## config.mk

```make
export PLATFORM = sky130hd
export DESIGN_NAME = stopwatch_ctrl
export DESIGN_NICKNAME = d
export VERILOG_FILES = /design/src/rtl/stopwatch_ctrl.sv
export SDC_FILE = /design/constraint.sdc
export NUM_CORES = 1
export LEC_CHECK = 0
export CAP_MARGIN = 5
export CORE_UTILIZATION = 58
export CTS_CLUSTER_DIAMETER = 40
export DETAILED_ROUTE_END_ITERATION = 8
export PLACE_DENSITY = 0.82
export SYNTH_ARGS = -nofsm -noshare
export SYNTH_HDL_FRONTEND = slang
export SYNTH_SLANG_ARGS = --single-unit
export TNS_END_PERCENT = 50
```

## constraint.sdc

```tcl
create_clock -name clk -period 4.18 [get_ports clk]
set_input_delay 0.836 -clock clk [delete_from_list [all_inputs] [get_ports clk]]
set_output_delay 0.836 -clock clk [all_outputs]
set_load 0.05 [all_outputs]
```

## src/rtl/stopwatch_ctrl.sv

```systemverilog
// Stopwatch mode sequencer: IDLE/RUN/PAUSE/LAP FSM, tick prescaler, BCD MM:SS
// live time, lap snapshot and the registered display mux.
module stopwatch_ctrl #(
  parameter int unsigned TICK_DIV = 40000000,
  parameter int unsigned DIV_W    = 26
) (
  input  logic       clk,
  input  logic       reset_n,
  input  logic       start_pulse,
  input  logic       lap_pulse,
  input  logic       clr_pulse,
  output logic       count_enable,
  output logic       led_en,
  output logic [1:0] state,
  output logic       tick,
  output logic       wrapped,
  output logic [3:0] disp_min_tens,
  output logic [3:0] disp_min_ones,
  output logic [3:0] disp_sec_tens,
  output logic [3:0] disp_sec_ones
);

  localparam logic [1:0] S_IDLE  = 2'b00;
  localparam logic [1:0] S_RUN   = 2'b01;
  localparam logic [1:0] S_PAUSE = 2'b10;
  localparam logic [1:0] S_LAP   = 2'b11;

  localparam logic [DIV_W-1:0] C_DIV_LAST = DIV_W'(TICK_DIV - 1);

  logic [1:0]       r_state;
  logic [1:0]       w_state_next;
  logic             w_clear;
  logic             w_lap_take;
  logic             w_counting;

  logic [DIV_W-1:0] r_presc;
  logic             w_presc_last;
  logic             w_step;

  logic [4:0]       w_carry;
  logic [15:0]      w_live;
  logic [15:0]      w_disp;

  logic             r_tick;
  logic             r_wrapped;

  // State register
  always_ff @(posedge clk or negedge reset_n) begin
    if (!reset_n) begin
      r_state <= S_IDLE;
    end else begin
      r_state <= w_state_next;
    end
  end

  // Next state: only the highest-priority pulse present is considered; if the
  // current state ignores it, the lower-priority pulses are dropped as well.
  always_comb begin
    w_state_next = r_state;
    w_clear      = 1'b0;
    w_lap_take   = 1'b0;
    case (r_state)
      S_IDLE: begin
        if (!clr_pulse && start_pulse) begin
          w_state_next = S_RUN;
        end
      end
      S_RUN: begin
        if (!clr_pulse) begin
          if (start_pulse) begin
            w_state_next = S_PAUSE;
          end else if (lap_pulse) begin
            w_state_next = S_LAP;
            w_lap_take   = 1'b1;
          end
        end
      end
      S_LAP: begin
        if (!clr_pulse) begin
          if (start_pulse) begin
            w_state_next = S_PAUSE;
          end else if (lap_pulse) begin
            w_state_next = S_RUN;
          end
        end
      end
      S_PAUSE: begin
        if (clr_pulse) begin
          w_state_next = S_IDLE;
          w_clear      = 1'b1;
        end else if (start_pulse) begin
          w_state_next = S_RUN;
        end
      end
      default: begin
        w_state_next = S_IDLE;
      end
    endcase
  end

  // Moore outputs
  always_comb begin
    w_counting = (r_state == S_RUN) || (r_state == S_LAP);
  end

  assign count_enable = w_counting;
  assign led_en       = w_counting;
  assign state        = r_state;

  assign w_presc_last = (r_presc == C_DIV_LAST);
  assign w_step       = w_counting && w_presc_last;

  // Prescaler holds in PAUSE so a resume continues the residual period.
  always_ff @(posedge clk or negedge reset_n) begin
    if (!reset_n) begin
      r_presc <= '0;
    end else if (w_clear) begin
      r_presc <= '0;
    end else if (w_counting) begin
      r_presc <= w_presc_last ? '0 : r_presc + 1'b1;
    end
  end

  // Digit 0 = sec ones, 1 = sec tens, 2 = min ones, 3 = min tens.
  assign w_carry[0] = w_step;

  genvar gi;
  generate
    for (gi = 0; gi < 4; gi++) begin : g_digit
      localparam logic [3:0] C_MAX = (gi % 2 == 0) ? 4'd9 : 4'd5;

      logic [3:0] r_live;
      logic [3:0] r_snap;
      logic [3:0] r_disp;
      logic       w_at_max;

      assign w_at_max       = (r_live == C_MAX);
      assign w_carry[gi+1]  = w_carry[gi] & w_at_max;
      assign w_live[gi*4 +: 4] = r_live;
      assign w_disp[gi*4 +: 4] = r_disp;

      always_ff @(posedge clk or negedge reset_n) begin
        if (!reset_n) begin
          r_live <= 4'd0;
        end else if (w_clear) begin
          r_live <= 4'd0;
        end else if (w_carry[gi]) begin
          r_live <= w_at_max ? 4'd0 : r_live + 4'd1;
        end
      end

      // Snapshot takes the pre-edge live value even if a tick lands on the same edge.
      always_ff @(posedge clk or negedge reset_n) begin
        if (!reset_n) begin
          r_snap <= 4'd0;
        end else if (w_lap_take) begin
          r_snap <= r_live;
        end
      end

      always_ff @(posedge clk or negedge reset_n) begin
        if (!reset_n) begin
          r_disp <= 4'd0;
        end else begin
          r_disp <= (r_state == S_LAP) ? r_snap : r_live;
        end
      end
    end
  endgenerate

  always_ff @(posedge clk or negedge reset_n) begin
    if (!reset_n) begin
      r_tick    <= 1'b0;
      r_wrapped <= 1'b0;
    end else begin
      r_tick    <= w_step;
      r_wrapped <= w_carry[4];
    end
  end

  // Masked so a pulse never shows once the FSM has left RUN/LAP on the same edge.
  assign tick    = r_tick & w_counting;
  assign wrapped = r_wrapped & w_counting;

  assign disp_sec_ones = w_disp[3:0];
  assign disp_sec_tens = w_disp[7:4];
  assign disp_min_ones = w_disp[11:8];
  assign disp_min_tens = w_disp[15:12];

endmodule
```

==> impl_metrics.ini <==
[status]
status = finished, violations left
violations = DRC

[power]
power_density_nw_per_um2 = 637
totalPowerFinal_mw = 2.79
ir_worst_vdd_mv = 0.318
leakage_nw = 1.91

[grt]
overflow = 0
grt_pass1_wl_um = 13800
grt_start_max_net_pins = 79
grt_pass1_vias = 2873
antenna_found_initial = 0
grt_usage = 0.248

[synth]
synth.most_common_cell = dfrtp_1
postSynthAreaPerCell_um2 = 10.3
yosysTopAreaCell = dfrtp_1
synth-simple-area-share = 0.202
ys_seq_elements = 78
synthTopCellsByCount = dfrtp_1, nand2_1, a21oi_1
netlist_instances = 379
synth_top_family_by_area = simple AND/OR/NAND/NOR gates
yosysUniqueCellTypes = 49
synthTopCellsByArea = dfrtp_1, mux2_2, a21oi_1, o21ai_0, nand2_1
synthArstFlopShare = 1.00
synthFlopType = dfrtp_1
yosysSeqAreaShare = 0.502
synthMuxAreaShare = 0.0863
yosys_warnings = 0
synth-compound-area-share = 0.143
synth_edf_count = 0
syn_area_um2 = 3890
synthAdderAreaFrac = 0.0290
synth_top_area_frac = 0.502
syn-num-nets = 393
synthXorXnorAreaFrac = 0.00225

[timing]
rsz0062_at_grt = false
max_slew_margin = 0.360
finalClockSkew_ns = 0.00747
finalCritPeriodShare = 0.686
finalHoldViolCount = 0
layout_min_cycle_time_ns = 2.87
fin_tns_setup_ns = 0
drv_slew = 0
tightest_slew_ns = 0.961
finalSetupViolCount = 0
fmax_mhz = 349

[floorplan]
io_pins = 27
initial_core_util = 0.605
die_h_um = 83.9
core-area_um2 = 6420
dieWidth_um = 83.9
rows = 29
dieArea_um2 = 7030

[layout]
diodes = 0
final_cells = 481
nFillCells = 490
layout-drive-gt1-share = 0.136
final_nets = 413
area_growth_pct = 12.6
postLayoutCellArea_um2 = 4380

[run]
cap_violations = 0

[cts]
h-tree-depth = 3
ctsHoldBuffers = 0
clockRootBuffer = clkbuf_8
cts_buffers = 9
path_clk_slew_ns = 0.08
ctsResizeCount = 0
clock_sinks = 78
cts_tree = built
clockBufferDepth = 2
clock_latency_ns = 0.35
postCtsSetupRepairBufs = 0

[detailed_routing]
viasPerCell = 6.27
drcViolationCount = 4
wl_per_cell_um = 16.5
drt-initial-drc-count = 162
vias = 3016
routed_wl_um = 7920
drtPass1Iterations = 7
postRouteAntennaNets = 0

[critical_path]
path_buf_inv = 1
r2r_slack_ns = 1.58
crit_required_ns = 3.34
start_kind = register
path_class = register to output port
worstPathMaxFanout = 13
r2r_end = g_digit[3].r_live[0]
r2r-start = r_presc[18]
cp_top_family = buffers and inverters
path_cells = and2_1 -> clkdlybuf4s50_1
cp-end-kind = output port
critPathArrivalTime_ns = 2.03
worst_r2r_path_depth = 5
critPathSlowestCell = clkdlybuf4s50_1
path_depth = 2
slowest_delay_ns = 0.80

[place]
place.port_buffers = 26
post_dp_cell_area_um2 = 4180
placed_cells = 465
gp_congestion = 0.835
post-dp-hpwl_um = 5080

[min_path]
hold_end = g_digit[0].r_snap[1]
hold_class = register to register
worstHoldStart = g_digit[0].r_snap[1]
min_path_cells = 2
==> worst reg2reg max path, cell delays in order (launching register included) <==
cell and delay [ns]:
dfrtp_1 0.47, or4_4 0.60, nor4_4 0.39, nand3_4 0.29, or4_1 0.59, a21oi_1 0.18
==> cell families after synthesis <==
| logic type | count (synthesis) |
|---|---|
| compound gates | 94 |
| xor+xnor | 1 |
| fa+ha+maj | 9 |
| buf+inv | 33 |
| flops | 78 |
| mux | 30 |
| simple gates | 134 |
==> report_power, final <==
group / total [mW] / internal [mW] / switching (mW)
clock: 0.570 / 0.280 / 0.290
sequential: 1.20 / 0.974 / 0.225
combinational: 1.02 / 0.379 / 0.639
total: 2.79 / 1.63 / 1.15
==> worst max-delay path by stage <==
stage	slack, ns	endpoint	startpoint
after floorplan	1.56	led_en	state[0]
final	1.31	tick	state[0]
after global placement	1.38	g_digit[1].r_snap[3]	clr_pulse
after CTS	1.31	tick	state[0]
after global routing	1.24	wrapped	state[0]
after detailed placement	1.30	g_digit[1].r_snap[0]	clr_pulse
==> state kept, by name, indices dropped and copies added, names as in the netlist <==
name and count:
g_digit.r_live 16, r_tick 1, disp_min_tens 4, g_digit.r_snap 16, state 2, disp_sec_ones 4
r_presc 26, disp_sec_tens 4, disp_min_ones 4, r_wrapped 1
==> layout make-up <==
cell class | count | area, um^2 | share of cell area
Sequential cell | 78 | 1950 | 0.446
Tap cell | 77 | 96.3 | 0.0220
Timing Repair Buffer | 29 | 280 | 0.0640
Multi-Input combinational cell | 268 | 1800 | 0.412
Clock inverter | 6 | 70.1 | 0.0160
Clock buffer | 10 | 128 | 0.0292
Inverter | 13 | 48.8 | 0.0111
==> metal layers <==
metal | global-route usage | share of wire | up-vias
li1 | - | - | 1447
met1 | 0.332 | 0.45 | 1474
met2 | 0.392 | 0.49 | 79
met3 | 0.0366 | 0.037 | 16
met4 | 0.130 | 0.020 | 0
met5 | 0 | 0 | -
==> per-stage QoR <==
stage          hold WS, ns   util  setup slack, ns
2_1_floorplan        0.446      -             1.56
5_1_grt              0.525  0.681             1.24
6_report             0.492  0.681             1.31
3_5_place_dp         0.475  0.651             1.30
4_1_cts              0.494  0.681             1.31
3_3_place_gp         0.457  0.651             1.38
==> cells in the final DEF (no fill, tap or decap), types with 3 or more instances in the layout <==
cell / instances
a21oi_1: 29
nand4_1: 14
and2_1: 4
clkinvlp_4: 3
clkbuf_8: 9
o211ai_1: 4
ha_1: 9
mux2_2: 28
a31oi_1: 12
clkdlybuf4s50_1: 25
o31ai_1: 4
inv_1: 13
a21o_1: 5
o21ai_0: 27
a41oi_1: 3
nand2_1: 33
nand4b_1: 3
o21bai_1: 4
nor3_1: 10
nand3_1: 15
and3_1: 6
nor2_1: 12
buf_4: 4
nor2b_1: 3
dfrtp_1: 78
or4_1: 14
No activity file was read; power rests on OpenSTA's default activity.
